<file path="src/rtl/matrix_pkg.sv">
// Shared definitions for the HUB75 matrix scan controller.
// Latency: n/a (types and constants only).
// Backpressure: n/a.
package matrix_pkg;

  // Scan sequencer states: shift a row out, latch it, then show it for one bit plane.
  typedef enum logic [1:0] {
    ST_IDLE  = 2'd0,
    ST_SHIFT = 2'd1,
    ST_LATCH = 2'd2,
    ST_SHOW  = 2'd3
  } state_t;

  // Default panel geometry and brightness timing (64x32 panel, 1/16 scan).
  localparam int DEF_COLS    = 64;
  localparam int DEF_ROWS    = 16;
  localparam int DEF_PLANES  = 4;
  localparam int DEF_BASE_ON = 8;

  // Frame-buffer address {buf_sel, row, col} for the default geometry.
  localparam int ADDR_W = 1 + $clog2(DEF_ROWS) + $clog2(DEF_COLS);

  // Channel positions inside the pixel word {r0,g0,b0,r1,g1,b1}, counted in
  // PLANES-bit fields from the LSB.
  localparam int CH_R0 = 5;
  localparam int CH_G0 = 4;
  localparam int CH_B0 = 3;
  localparam int CH_R1 = 2;
  localparam int CH_G1 = 1;
  localparam int CH_B1 = 0;

endpackage

</file>
<file path="src/rtl/matrix_show_timer.sv">
// Loadable down-counter timing the OE-enabled window of one bit plane.
// Latency: done is asserted combinationally during the last counted cycle.
// Backpressure: none; counts every cycle dec is high.
module matrix_show_timer #(
  parameter int W = 7
) (
  input  logic         clk,
  input  logic         rst,
  input  logic         load,
  input  logic [W-1:0] load_val,
  input  logic         dec,
  output logic         done
);

  logic [W-1:0] cnt;

  // Reload at LATCH, then count down once per SHOW cycle, parking at zero.
  always_ff @(posedge clk or posedge rst) begin
    if (rst) begin
      cnt <= '0;
    end else if (load) begin
      cnt <= load_val;
    end else if (dec && (cnt != '0)) begin
      cnt <= cnt - W'(1);
    end
  end

  // A window of N cycles sees cnt = N..1; the cycle holding 1 is the last one.
  assign done = dec && (cnt == W'(1));

endmodule

</file>
<file path="src/rtl/matrix_scan_ctrl.sv">
// HUB75 scan controller: streams double-buffered pixel data as BCM bit planes.
// Latency: rd_data consumed 1 clk after rd_addr; each plane takes 2*COLS+3+(BASE_ON<<p) clks.
// Backpressure: none; the frame buffer must answer every read in exactly one clock.
module matrix_scan_ctrl
  import matrix_pkg::*;
#(
  parameter int  COLS    = DEF_COLS,
  parameter int  ROWS    = DEF_ROWS,
  parameter int  PLANES  = DEF_PLANES,
  parameter int  BASE_ON = DEF_BASE_ON,
  localparam int COL_W   = $clog2(COLS),
  localparam int ROW_W   = $clog2(ROWS),
  localparam int AW      = 1 + ROW_W + COL_W
) (
  input  logic                  clk,
  input  logic                  rst,
  input  logic                  en,
  output logic [AW-1:0]         rd_addr,
  input  logic [6*PLANES-1:0]   rd_data,
  input  logic                  swap_req,
  output logic                  swap_ack,
  output logic                  buf_sel,
  output logic                  frame_start,
  output logic                  A,
  output logic                  B,
  output logic                  C,
  output logic                  D,
  output logic                  R0,
  output logic                  G0,
  output logic                  B0,
  output logic                  R1,
  output logic                  G1,
  output logic                  B1,
  output logic                  SCLK,
  output logic                  OE,
  output logic                  LAT
);

  // SHIFT phase counter runs 0 .. 2*COLS+1; even steps issue reads, odd steps capture data.
  localparam int K_W    = $clog2(2 * COLS + 2);
  localparam int PL_W   = (PLANES > 1) ? $clog2(PLANES) : 1;
  localparam int SHOW_W = $clog2((BASE_ON << (PLANES - 1)) + 1);

  localparam logic [K_W-1:0]   K_LAST     = K_W'(2 * COLS + 1);
  localparam logic [K_W-1:0]   K_RD_END   = K_W'(2 * COLS);
  localparam logic [K_W-1:0]   K_SCLK_1ST = K_W'(3);
  localparam logic [PL_W-1:0]  PL_LAST    = PL_W'(PLANES - 1);
  localparam logic [ROW_W-1:0] ROW_LAST   = ROW_W'(ROWS - 1);

  state_t            state;
  state_t            state_nxt;
  logic [K_W-1:0]    k;
  logic [K_W-1:0]    k_nxt;
  logic [PL_W-1:0]   plane;
  logic [PL_W-1:0]   plane_nxt;
  logic [ROW_W-1:0]  row;
  logic [ROW_W-1:0]  row_nxt;
  logic              buf_nxt;
  logic              ack_nxt;

  logic              last_plane;
  logic              last_row;
  logic              rd_issue;
  logic              rgb_capture;
  logic              entering_shift;

  logic              tmr_load;
  logic              tmr_dec;
  logic              tmr_done;
  logic [SHOW_W-1:0] tmr_val;

  logic [PLANES-1:0] ch_r0;
  logic [PLANES-1:0] ch_g0;
  logic [PLANES-1:0] ch_b0;
  logic [PLANES-1:0] ch_r1;
  logic [PLANES-1:0] ch_g1;
  logic [PLANES-1:0] ch_b1;

  // Split the pixel word into its six colour channels.
  assign ch_r0 = rd_data[CH_R0*PLANES +: PLANES];
  assign ch_g0 = rd_data[CH_G0*PLANES +: PLANES];
  assign ch_b0 = rd_data[CH_B0*PLANES +: PLANES];
  assign ch_r1 = rd_data[CH_R1*PLANES +: PLANES];
  assign ch_g1 = rd_data[CH_G1*PLANES +: PLANES];
  assign ch_b1 = rd_data[CH_B1*PLANES +: PLANES];

  assign last_plane = (plane == PL_LAST);
  assign last_row   = (row == ROW_LAST);

  // Plane p is shown for BASE_ON<<p clocks, giving binary-weighted brightness.
  assign tmr_val = SHOW_W'(BASE_ON) << plane;

  matrix_show_timer #(
    .W(SHOW_W)
  ) u_show_timer (
    .clk      (clk),
    .rst      (rst),
    .load     (tmr_load),
    .load_val (tmr_val),
    .dec      (tmr_dec),
    .done     (tmr_done)
  );

  // Sequencer state and scan position registers.
  always_ff @(posedge clk or posedge rst) begin
    if (rst) begin
      state   <= ST_IDLE;
      k       <= '0;
      plane   <= '0;
      row     <= '0;
      buf_sel <= 1'b0;
    end else begin
      state   <= state_nxt;
      k       <= k_nxt;
      plane   <= plane_nxt;
      row     <= row_nxt;
      buf_sel <= buf_nxt;
    end
  end

  // Next-state, scan-position stepping and frame-end buffer swap.
  always_comb begin
    state_nxt = state;
    k_nxt     = k;
    plane_nxt = plane;
    row_nxt   = row;
    buf_nxt   = buf_sel;
    ack_nxt   = 1'b0;
    tmr_load  = 1'b0;
    tmr_dec   = 1'b0;
    case (state)
      ST_IDLE: begin
        if (en) begin
          state_nxt = ST_SHIFT;
        end
      end
      ST_SHIFT: begin
        if (k == K_LAST) begin
          state_nxt = ST_LATCH;
          k_nxt     = '0;
        end else begin
          k_nxt = k + K_W'(1);
        end
      end
      ST_LATCH: begin
        tmr_load  = 1'b1;
        state_nxt = ST_SHOW;
      end
      ST_SHOW: begin
        tmr_dec = 1'b1;
        if (tmr_done) begin
          if (!last_plane) begin
            plane_nxt = plane + PL_W'(1);
            state_nxt = ST_SHIFT;
          end else begin
            plane_nxt = '0;
            if (!last_row) begin
              row_nxt   = row + ROW_W'(1);
              state_nxt = ST_SHIFT;
            end else begin
              // Frame end: the only point where the front buffer may change.
              row_nxt = '0;
              if (swap_req) begin
                buf_nxt = ~buf_sel;
                ack_nxt = 1'b1;
              end
              state_nxt = en ? ST_SHIFT : ST_IDLE;
            end
          end
        end
      end
      default: begin
        state_nxt = ST_IDLE;
      end
    endcase
  end

  // Reads go out on even SHIFT steps; data arriving on the following odd step is captured.
  assign rd_issue       = (state_nxt == ST_SHIFT) && !k_nxt[0] && (k_nxt < K_RD_END);
  assign rgb_capture    = (state == ST_SHIFT) && k[0] && (k < K_RD_END);
  assign entering_shift = (state_nxt == ST_SHIFT) && (state != ST_SHIFT);

  // Pin-side registers, all decoded from next-state so the pins change glitch-free.
  always_ff @(posedge clk or posedge rst) begin
    if (rst) begin
      rd_addr      <= '0;
      {D, C, B, A} <= 4'd0;
      {R0, G0, B0} <= 3'd0;
      {R1, G1, B1} <= 3'd0;
      SCLK         <= 1'b0;
      OE           <= 1'b1;
      LAT          <= 1'b0;
      swap_ack     <= 1'b0;
      frame_start  <= 1'b0;
    end else begin
      // SCLK pulses one step after each capture, so data has a full cycle of setup.
      SCLK        <= (state_nxt == ST_SHIFT) && k_nxt[0] && (k_nxt >= K_SCLK_1ST);
      OE          <= (state_nxt != ST_SHOW);
      LAT         <= (state_nxt == ST_LATCH);
      swap_ack    <= ack_nxt;
      frame_start <= entering_shift && (row_nxt == '0) && (plane_nxt == '0);
      if (rd_issue) begin
        rd_addr <= {buf_nxt, row_nxt, k_nxt[COL_W:1]};
      end
      if (rgb_capture) begin
        {R0, G0, B0} <= {ch_r0[plane], ch_g0[plane], ch_b0[plane]};
        {R1, G1, B1} <= {ch_r1[plane], ch_g1[plane], ch_b1[plane]};
      end
      // Row address only moves as LATCH begins, while the panel is still blanked.
      if ((state == ST_SHIFT) && (state_nxt == ST_LATCH)) begin
        {D, C, B, A} <= 4'(row);
      end
    end
  end

endmodule

</file>
<file path="config.mk">
export PLATFORM = sky130hd
export DESIGN_NAME = matrix_scan_ctrl
export DESIGN_NICKNAME = d
export VERILOG_FILES = /design/src/rtl/matrix_pkg.sv /design/src/rtl/matrix_show_timer.sv /design/src/rtl/matrix_scan_ctrl.sv
export SDC_FILE = /design/constraint.sdc
export NUM_CORES = 1
export LEC_CHECK = 0
export CAP_MARGIN = 20
export CORE_MARGIN = 2
export CORE_UTILIZATION = 50
export DETAILED_ROUTE_END_ITERATION = 8
export DONT_BUFFER_PORTS = 1
export PLACE_DENSITY = 0.75
export SLEW_MARGIN = 5
export SYNTH_ARGS = -nofsm -noshare
export SYNTH_HDL_FRONTEND = slang
export SYNTH_SLANG_ARGS = --single-unit
export TNS_END_PERCENT = 10
</file>
<file path="constraint.sdc">
create_clock -name clk -period 1.9 [get_ports clk]
set_input_delay 0.38 -clock clk [delete_from_list [all_inputs] [get_ports clk]]
set_output_delay 0.38 -clock clk [all_outputs]
set_load 0.005 [all_outputs]
</file>
# Word-level counts from Yosys, hierarchy flattened
# Index checks and enable logic that the tools add are counted.
[totals]
regBits = 50
out_inout_bits = 27
input_bits = 28
elab_cells = 103
[op_classes]
add_sub_neg = 4
shifts = 1
n_reduce_logical = 18
n_eq_ne = 11
n_bitwise = 1
n_mux = 42
magnitude_cmp = 4
[ops]
columns = ["cell", "n"]
rows = [
  ["$mux W1", 21],
  ["$lt A8 B8 Y1 const B", 2],
  ["$mux W4", 4],
  ["$mux W8", 2],
  ["$mux W7", 2],
  ["$bmux W1 S2", 6],
  ["$logic_and A1 B1 Y1", 12],
  ["$mux W2", 6],
  ["$add A8 B1 Y8 const B", 1],
  ["$eq A2 B2 Y1 const B", 4],
  ["$eq A8 B8 Y1 const B", 1],
  ["$ge A8 B2 Y1 const B", 1],
  ["$pmux W2 S4", 1],
  ["$eq A7 B1 Y1 const B", 1],
  ["$reduce_bool A7 Y1", 1],
  ["$shl A4 B2 Y7 const A", 1],
  ["$sub A7 B1 Y7 const B", 1],
  ["$add A4 B1 Y4 const B", 1],
  ["$eq A2 B1 Y1 const B", 2],
  ["$eq A4 B4 Y1 const B", 1],
  ["$logic_not A2 Y1", 2],
  ["$logic_not A4 Y1", 1],
  ["$lt A2 B3 Y1 const B", 1],
  ["$add A2 B1 Y2 const B", 1],
  ["5 further kinds", 5],
]

# Logic depth before layout (Yosys ltp)
# Gate-level depths: netlist of the first run.
[depth]
depth_word = 9
mapped_depth = 9
ltp_nobuf = 7

# Modules after synthesis
# A second synthesis of the first run with hierarchy kept.
[unflattened]
hier_cells = 228
area_unflattened_um2 = 2657.5
[by_module_without_submodules]
columns = ["module", "n_inst", "cells_per_inst", "seq_area_each_um2", "area_per_inst_um2"]
rows = [
  ["matrix_scan_ctrl", 1, 173, 1077.3, 2199.6],
  ["matrix_show_timer", 1, 55, 175.2, 457.9],
]

# Least setup slack after synthesis of the first run
# No wires, ideal clock.
[synth_path]
path_kind = "register to register"
start = "register state[1]"
end = "register rd_addr[0]"
t_required_ns = 1.775
setup_ns = 0.125
path_stages_with_launch = 7
synth_period_minus_slack_ns = 2.028
t_arrival_ns = 1.903
path_slack_ns = -0.128
n_path_buf = 1
path_cell_list = "dfrtp_1 -> nand4b_1 -> or4_4 -> and2_4 -> o2111ai_2 -> buf_6 -> mux2_4"
[synth_via]
elab_chain_cells = 8
elab_cells_between_ends = 16
cone_classes = "order compare (1); eq/ne (4); mux (6); reduce/logical (5)"
[synth_lines]
columns = ["element", "line_no", "rtl"]
rows = [
  ["start: declaration", "matrix_scan_ctrl.sv:50", "state_t state;"],
  ["start signal: assignment", "matrix_scan_ctrl.sv:113", "state <= state_nxt;"],
  ["$eq A2 B2 Y1", "matrix_scan_ctrl.sv:131", "case (state)"],
  ["$mux W1", "matrix_scan_ctrl.sv:131", ""],
  ["$logic_and A1 B1 Y1", "matrix_show_timer.sv:29", "assign done = dec && (cnt == W'(1));"],
  ["$mux W2", "matrix_scan_ctrl.sv:151", "if (tmr_done) begin"],
  ["$pmux W2 S4", "matrix_scan_ctrl.sv:131", ""],
  ["$eq A2 B1 Y1", "matrix_scan_ctrl.sv:179", "assign rd_issue = (state_nxt == ST_SHIFT) && !k_nxt[0] && (k_nxt < K_RD_END);"],
  ["$logic_and A1 B1 Y1 (2 in a row)", "matrix_scan_ctrl.sv:179", ""],
  ["end signal: assignment", "matrix_scan_ctrl.sv:203", "rd_addr <= {buf_nxt, row_nxt, k_nxt[COL_W:1]};"],
  ["end: declaration", "matrix_scan_ctrl.sv:18", "output logic [AW-1:0] rd_addr,"],
]
# Several ways; a longest one is shown, not always the timed one.
# A chain may end at the register's enable or synchronous reset.

# Final worst setup path of the first run
[layout_path]
start = "register u_show_timer.cnt[0]"
end = "register rd_addr[9]"
[layout_via]
elab_chain_cells = 7
elab_cells_between_ends = 9
cone_classes = "eq/ne (2); mux (4); reduce/logical (3)"
[layout_lines]
columns = ["element", "line_no", "rtl"]
rows = [
  ["start: declaration", "matrix_show_timer.sv:15", "logic [W-1:0] cnt;"],
  ["start signal: assignment", "matrix_show_timer.sv:22", "cnt <= load_val;"],
  ["start signal: assignment", "matrix_show_timer.sv:24", "cnt <= cnt - W'(1);"],
  ["$eq A7 B1 Y1", "matrix_show_timer.sv:29", ""],
  ["$logic_and A1 B1 Y1", "matrix_show_timer.sv:29", ""],
  ["$mux W2", "matrix_scan_ctrl.sv:151", ""],
  ["$pmux W2 S4", "matrix_scan_ctrl.sv:131", ""],
  ["net state_nxt[0]", "matrix_scan_ctrl.sv:51", "state_t state_nxt;"],
  ["$eq A2 B1 Y1", "matrix_scan_ctrl.sv:179", ""],
  ["$logic_and A1 B1 Y1 (2 in a row)", "matrix_scan_ctrl.sv:179", ""],
]
# The timed path passes the listed nets, and every way through them passes these cells.

==> reports/results.tsv, run 1 <==
metric	value	unit
status	finished, violations left	
violations	negative hold slack, negative setup slack	
core.rowCount	26	
r2r_start	u_show_timer.cnt[0]	
synthCells	232	
diodes	0	
htreeDepth	2	
pwr-share-seq	61.7	%
end_kind	flip-flop	
pwr-share-comb	2.3	%
synthArstFlopShare	100	%
ctsHoldBuffers	0	
nets	318	
relSlewSlack	65.0	%
period_needed	2.01	ns
cts_buffers	5	
grt_antenna_before_repair	0	
path_cells	ha_1 > and3b_2 > and4b_1 > o22ai_4 > o2111ai_4 > buf_6 > mux2_4	
reg2reg_to	rd_addr[9]	
setup_tns	-1.25	ns
finalPower	1.74	mW
clkSinkCount	50	
maxCapViolations	0	
ys_ff_latch	50	
power_switching	395	uW
grtUsageTotal	20.4	%
yosysSeqAreaShare	46.9	%
crit_fanout	6	
cts_buffer_depth	2	
routedWlPerCell	16.9	um
areaGrowthSynthToFinish	23.3	%
worst_pin_slew	0.524	ns
vias	1983	
hpwl	4.47	mm
overflow	0	
p_int	1.35	mW
dieArea	0.00594	mm^2
switching_share	22.7	%
hold_ws	-0.0135	ns
hold_violations	22	
synth_edf_count	0	
ys_types	52	
cp.depth	7	
startpoint_type	flip-flop	
cts.clk_slew.worst_paths	0.10	ns
leakage	1.50	nW
yosys_most_used_dff	dfrtp_1	
ios	55	
r2r_setup_slack	-0.11	ns
drt_iter0_markers	114	
cp_top_family	simple AND/OR/NAND/NOR gates	
fin_crit_sh	106	%
grt_pass1_wl	9.63	mm
drv_slew	0	
worstPathRequired	2.09	ns
power_density	529	mW/mm^2
setup_slack	-0.114	ns
first_pass_iters	4	
die_x	77.1	um
crit_arrival	2.21	ns
drc	0	
syn_nets	270	
gp_congestion	0.884	
avgViaCountPerCell	5.65	
crit_type	reg2reg	
ys_warn_count	0	
grt_pass1_vias	1990	
cp.buffers_inverters	1	
layout_commonest_cell	dfrtp_1	
syn_area	0.00267	mm^2
fmax	497	MHz
finish.instance_area	0.00329	mm^2
fin_skew	0.00434	ns
cts_root_buf	clkbuf_8	
critPathSlowestCell	dfrtp_1	
mostFrequentLayoutCells	dfrtp_1, buf_4, nand2_1	
crit_end	rd_addr[9]	
die_h	77.1	um
ant_nets	0	
clkPwrFrac	36.0	%
syn_area_per_cell	11.5	um^2
clkLatencyLatePin	0.30	ns
hold_class	in2async	
crit_path_max_incr_delay	0.43	ns
crit_start	u_show_timer.cnt[0]	
rsz0062_at_grt	true	
drt_wl_total	5.94	mm
finalSetupViolCount	13	
drive_gt1_share	39.9	%
core	0.00514	mm^2
placed_cell_area	0.00307	mm^2
reg2reg_depth	7	
initial_core_util	51.9	%
peakVddDrop	0.325	mV
grt_max_degree	28	
cts_tree	done	
port_buffers	0	
## cells by family after synthesis
kind of cell             after synthesis  share of synthesized area (%)
buffers and inverters                 23                           4.27
multiplexers                          27                           15.3
adder cells (fa/ha/maj)               10                           4.69
flip-flops                            50                           46.9
AND/OR/NAND/NOR                       79                           17.0
AO/OA/AOI/OAI                         35                           9.14
XOR/XNOR                               8                           2.63
## state kept, by name (all words and copies together) (netlist names), 2 cells and up
name	cells
rd_addr	11
k	8
u_show_timer.cnt	7
row	4
plane	2
state	2
## worst min-delay path by stage
| stage | from | end | slack, ns | depth (start not counted) |
|---|---|---|---|---|
| after floorplan | A | A | 0.46 | 2 |
| after global placement | rst | G1 | 0.33 | 1 |
| after detailed placement | rst | G1 | 0.33 | 1 |
| after CTS | rst | G1 | 0.0005 | 1 |
| after global routing | rst | G1 | 0.01 | 1 |
| final | rst | G1 | -0.01 | 1 |
## synthesized netlist by cell type (3+ instances only)
library cell  number  area, um^2
dfrtp_1           49        1230
nor2_1            16        60.1
and3_1             3        18.8
inv_1             12        45.0
mux2_4            10         150
clkbuf_1           3        11.3
nand4_1            4        25.0
mux2_2            11         124
a21oi_1            8        40.0
nand3_1            4        20.0
ha_1              10         125
buf_2              4        20.0
xnor2_1            5        43.8
xor2_1             3        26.3
nand2_1           25        93.8
mux4_2             6         135
o21ai_0            9        45.0
nor3_1             4        20.0
## per-layer routing
metal | track usage, % | routed length (um)
met5 | 0 | 0
met4 | 6.07 | 88
met3 | 4.82 | 307
met2 | 31.9 | 2780
met1 | 28.4 | 2760
## stage by stage
stage          std cells  worst slack, ns  utilization [%]
2_1_floorplan        232           -0.128                -
3_3_place_gp         340           -0.125             59.7
3_5_place_dp         340           -0.145             59.7
4_1_cts              348           -0.116             62.1
5_1_grt              351           -0.179             64.0
6_report             351           -0.114             64.0
## power groups by stage
stage / registers (mW) / clock network (mW) / logic (mW)
global placement: 1.10 / 0 / 0.0418
global route: 1.08 / 0.700 / 0.0474
detailed placement: 1.10 / 0 / 0.0432
floorplan: 1.09 / 0 / 0.0307
finish: 1.07 / 0.627 / 0.0408
CTS: 1.07 / 0.650 / 0.0433
## final cells by class
cell class              count  area [um^2]
clock inverters             3         21.3
flip-flops and latches     50         1250
inverters                  12         45.0
multi-input cells         159         1400
fillers                   438         1850
repair buffers             52          414
clock buffers               5         68.8
well taps                  70         87.6
## what timing repair did
| action | 4_1_cts | 5_1_grt |
|---|---|---|
| buffers inserted | 0 | 3 |
| resized for setup | 6 | 17 |
| pin swaps | 2 | 5 |
| setup endpoints to repair | 13 | 19 |
Note: power is estimated with default switching activity, not from simulation.
==> run 2: changes to the inputs <==
Settings changed: CELL_PAD_IN_SITES_DETAIL_PLACEMENT set to 1, CELL_PAD_IN_SITES_GLOBAL_PLACEMENT set to 1, CORE_UTILIZATION 50 to 45, PLACE_DENSITY 0.75 to 0.82.
==> reports/results.tsv, run 2 (same netlist as run 1, synthesis figures left out) <==
metric	value	unit	change
cts.clk_slew.worst_paths	0.09	ns	was 0.10 ns
largest_register_ffs	11		unchanged
top_register	rd_addr		unchanged
layout_commonest_cell	dfrtp_1		unchanged
hold_violations	0		was 22
initial_core_util	45.9	%	was 51.9%
grt_antenna_before_repair	0		unchanged
diodes	0		unchanged
clkPwrFrac	36.0	%	about the same
finalSetupViolCount	11		was 13
ant_nets	0		unchanged
switching_share	22.7	%	about the same
drt_wl_total	6.62	mm	was 5.94 mm
die_x	81.0	um	was 77.1 um
htreeDepth	2		unchanged
areaGrowthSynthToFinish	19.2	%	was 23.3%
crit_type	reg2reg		unchanged
first_pass_iters	4		unchanged
status	finished, violations left		unchanged
grt_pass1_vias	2135		was 1,990
grt_pass1_wl	10.6	mm	was 9.63 mm
drt_iter0_markers	54		was 114
drv_slew	0		unchanged
multiInputGateArea	0.00134	mm^2	was 0.00140 mm^2
end_kind	flip-flop		unchanged
p_int	1.35	mW	about the same
clkSinkCount	50		unchanged
setup_slack	-0.142	ns	was -0.114 ns
power_switching	396	uW	was 395 uW
grt_max_degree	51		was 28
fmax	490	MHz	was 497 MHz
maxCapViolations	0		unchanged
fin_crit_sh	107	%	was 106%
dieArea	0.00656	mm^2	was 0.00594 mm^2
cts_root_buf	clkbuf_8		unchanged
pwr-share-comb	2.5	%	was 2.3%
mostFrequentLayoutCells	dfrtp_1, buf_4, nand2_1		unchanged
port_buffers	0		unchanged
die_h	81.0	um	was 77.1 um
vias	1956		was 1,983
placed_cell_area	0.00304	mm^2	was 0.00307 mm^2
r2r_setup_slack	-0.14	ns	was -0.11 ns
hold-path-cell-count	1		
drive_gt1_share	34.5	%	was 39.9%
pwr-share-seq	61.6	%	was 61.7%
core	0.00582	mm^2	was 0.00514 mm^2
hold_start	swap_req		
avgViaCountPerCell	5.59		was 5.65
ios	55		unchanged
period_needed	2.04	ns	was 2.01 ns
grtUsageTotal	21.5	%	was 20.4%
relSlewSlack	66.6	%	was 65.0%
dp_worst_setup_slack	-0.154	ns	was -0.145 ns
reg2reg_to	rd_addr[1]		was rd_addr[9]
rsz0062_at_grt	true		unchanged
cts_tree	done		unchanged
worst_pin_slew	0.497	ns	was 0.524 ns
setup_tns	-1.48	ns	was -1.25 ns
gp_congestion	0.812		was 0.884
r2r_start	state[1]		was u_show_timer.cnt[0]
peakVddDrop	0.323	mV	was 0.325 mV
finish.instance_area	0.00318	mm^2	was 0.00329 mm^2
leakage	1.45	nW	was 1.50 nW
worstPathRequired	2.10	ns	was 2.09 ns
min_to	swap_ack		
crit_start	state[1]		was u_show_timer.cnt[0]
crit_arrival	2.24	ns	was 2.21 ns
biggestRegsByFlops	rd_addr x11, k x8, u_show_timer.cnt x7		unchanged
drc	0		unchanged
fin_skew	0.00406	ns	was 0.00434 ns
hpwl	5.02	mm	was 4.47 mm
crit_fanout	5		was 6
register_area	0.00125	mm^2	unchanged
startpoint_type	flip-flop		unchanged
fillCellCount	631		was 438
core.rowCount	28		was 26
cts_buffers	5		unchanged
overflow	0		unchanged
cts_buffer_depth	2		unchanged
violations	negative setup slack		was negative hold slack, negative setup slack
routedWlPerCell	18.9	um	was 16.9 um
power_density	549	mW/mm^2	was 529 mW/mm^2
reg2reg_depth	6		was 7
hold_class	in2reg		was in2async
clkLatencyLatePin	0.31	ns	was 0.30 ns
nets	312		was 318
==> run 2: power groups by stage <==
stage	Clock, mW	Combinational, mW	Sequential, mW
global route	0.684	0.0499	1.08
CTS	0.641	0.0464	1.07
finish	0.628	0.0434	1.07
detailed placement	0	0.0445	1.10
global placement	0	0.0424	1.10
floorplan	0	0.0307	1.09
==> run 2: routing by layer <==
metal	wire, um	track usage [%]
met1	2990	28.1
met2	3270	36.8
met3	275	4.22
met4	76	5.59
met5	0	0
==> run 2: metrics by stage <==
stage / hold WS [ns] / utilization (%) / cells / power (mW)
CTS: 0.256 / 54.6 / 350 / 1.76
floorplan: 0.463 / - / 232 / 1.13
global placement: 0.327 / 52.3 / 341 / 1.14
global route: 0.248 / 54.7 / 350 / 1.81
detailed placement: 0.334 / 52.3 / 341 / 1.14
finish: 0.258 / 54.7 / 350 / 1.75
==> run 2: how the worst max path moves through the flow <==
stage,to,cells past startpoint,slack (ns)
floorplan,rd_addr[0],6,-0.13
global placement,rd_addr[9],6,-0.09
detailed placement,rd_addr[9],6,-0.15
CTS,rd_addr[0],6,-0.13
global route,rd_addr[0],6,-0.18
finish,rd_addr[1],6,-0.14
==> run 2: timing repair <==
item | CTS | global route
buffers inserted | 0 | 0
pin swaps | 1 | 1
hold buffers | 1 | 0
endpoints found under the hold margin | 15 | 0
resized for setup | 7 | 2
endpoints found under the setup margin | 13 | 16
==> run 2: final cells by class <==
type	count	share of cell area [%]
clock buffers	6	2.28
inverters	12	1.42
multi-input cells	159	42.0
clock inverters	2	0.433
well taps	75	2.95
flip-flops and latches	50	39.4
repair buffers	46	11.6
==> run 2: critical path, stage by stage (launching register included) <==
cell and delay (ns):
dfrtp_1 0.41, nand4b_1 0.21, or4_4 0.44, and2_4 0.18
o2111ai_4 0.21, buf_6 0.18, mux2_4 0.30
==> run 3: changes to the inputs <==
Settings changed: RECOVER_POWER set to 25.
==> reports/results.tsv, run 3 (same netlist as run 1, synthesis figures left out) <==
metric	value	unit	change
relSlewSlack	27.7	%	was 66.6%
avgViaCountPerCell	5.59		about the same
path_cells	nand4b_1 > or4_4 > and2_4 > o2111ai_4 > buf_6 > mux2_4		unchanged
grtUsageTotal	21.5	%	unchanged
crit_end	rd_addr[1]		unchanged
startpoint_type	flip-flop		unchanged
grt_max_degree	51		unchanged
drv_slew	0		unchanged
leakage	1.44	nW	was 1.45 nW
crit_arrival	2.25	ns	was 2.24 ns
maxCapViolations	0		unchanged
ant_nets	0		unchanged
worstPathRequired	2.10	ns	about the same
fillCellCount	633		was 631
port_buffers	0		unchanged
cts_buffers	5		unchanged
crit_start	state[1]		unchanged
drive_gt1_share	34.2	%	was 34.5%
gp_congestion	0.812		unchanged
crit_path_max_incr_delay	0.44	ns	about the same
core.rowCount	28		unchanged
htreeDepth	2		unchanged
fin_crit_sh	108	%	was 107%
finalSetupViolCount	12		was 11
ios	55		unchanged
period_needed	2.05	ns	was 2.04 ns
setup_tns	-1.53	ns	was -1.48 ns
grt_antenna_before_repair	0		unchanged
dp.cells	341		unchanged
diodes	0		unchanged
reg2reg_to	rd_addr[1]		unchanged
fin_skew	0.00287	ns	was 0.00406 ns
worst_pin_slew	1.08	ns	was 0.497 ns
cts.clk_slew.worst_paths	0.09	ns	about the same
dieArea	0.00656	mm^2	unchanged
grt_pass1_wl	10.6	mm	unchanged
clkLatencyLatePin	0.31	ns	about the same
vias	1958		was 1,956
top_register	rd_addr		unchanged
power_density	550	mW/mm^2	was 549 mW/mm^2
hold_class	in2reg		unchanged
cp_top_family	simple AND/OR/NAND/NOR gates		unchanged
initial_core_util	45.9	%	unchanged
setup_slack	-0.146	ns	was -0.142 ns
peakVddDrop	0.322	mV	was 0.323 mV
overflow	0		unchanged
fmax	489	MHz	was 490 MHz
r2r_start	state[1]		unchanged
finalNonFillerCells	350		unchanged
drt_wl_total	6.61	mm	was 6.62 mm
crit_fanout	5		unchanged
largest_register_ffs	11		unchanged
drc	0		unchanged
reg2reg_depth	6		unchanged
status	finished, violations left		unchanged
die_h	81.0	um	unchanged
layout_commonest_cell	dfrtp_1		unchanged
mostFrequentLayoutCells	dfrtp_1, buf_4, nand2_1		unchanged
rsz0062_at_grt	true		unchanged
cts_root_buf	clkbuf_8		unchanged
biggestRegsByFlops	rd_addr x11, k x8, u_show_timer.cnt x7		unchanged
hpwl	5.02	mm	unchanged
die_x	81.0	um	unchanged
cts_tree	done		unchanged
crit_type	reg2reg		unchanged
core	0.00582	mm^2	unchanged
cts_buffer_depth	2		unchanged
hold_start	swap_req		unchanged
routedWlPerCell	18.9	um	about the same
end_kind	flip-flop		unchanged
cp.depth	6		unchanged
areaGrowthSynthToFinish	18.6	%	was 19.2%
hold_violations	0		unchanged
clkSinkCount	50		unchanged
hold_ws	0.260	ns	was 0.258 ns
nets	312		unchanged
cp.buffers_inverters	1		unchanged
cts_setup_buffers	0		unchanged
grt_pass1_vias	2135		unchanged
drt_iter0_markers	50		was 54
violations	negative setup slack		unchanged
first_pass_iters	4		unchanged
critPathSlowestCell	or4_4		unchanged
r2r_setup_slack	-0.15	ns	was -0.14 ns
==> run 3: cell count changes in the layout (fill, tap and decap cells not counted) <==
cell	before	now
buf_12	1	0
clkinv_1	0	1
buf_2	0	1
inv_2	1	0
==> run 3: layer usage <==
| metal | GRT usage, % | up-vias | share of wire, % |
|---|---|---|---|
| met1 | 28.1 | 987 | 45 |
| met2 | 36.8 | 49 | 49 |
| li1 | - | 917 | - |
| met4 | 5.59 | 0 | 1.1 |
| met5 | 0 | - | 0 |
| met3 | 4.22 | 5 | 4.3 |
==> run 3: worst min path at each step <==
stage	depth (start not counted)	slack (ns)	endpoint
2_1_floorplan	2	0.46	A
3_3_place_gp	2	0.33	B0
3_5_place_dp	2	0.33	G0
4_1_cts	1	0.26	swap_ack
5_1_grt	1	0.25	swap_ack
6_report	1	0.26	swap_ack
==> run 3: stage by stage <==
| step | area (um^2) | setup WS [ns] | power [mW] | utilization (%) |
|---|---|---|---|---|
| after floorplan | 2670 | -0.128 | 1.13 | - |
| after global placement | 3040 | -0.0870 | 1.14 | 52.3 |
| after detailed placement | 3040 | -0.154 | 1.14 | 52.3 |
| after CTS | 3180 | -0.126 | 1.76 | 54.6 |
| final | 3170 | -0.146 | 1.74 | 54.4 |
| after global routing | 3170 | -0.181 | 1.81 | 54.4 |
==> run 3: power by group <==
part | internal (mW) | switching (mW)
combinational | 0.0155 | 0.0234
sequential | 1.07 | 0.00471
clock | 0.261 | 0.366
total | 1.35 | 0.394
==> run 3: layout make-up <==
cell class,instances,area [um^2],area share (%)
multi-input cells,159,1340,42.2
inverters,12,45.0,1.42
repair buffers,46,353,11.1
clock buffers,6,72.6,2.29
clock inverters,2,13.8,0.435
well taps,75,93.8,2.96
flip-flops and latches,50,1250,39.6
==> run 3: timing repair <==
action | 4_1_cts | 5_1_grt
pin swaps | 1 | 1
endpoints found under the setup margin | 13 | 16
cloned | 0 | 0
gates resized for setup | 7 | 2
hold buffers | 1 | 0
hold endpoints to repair | 15 | 0
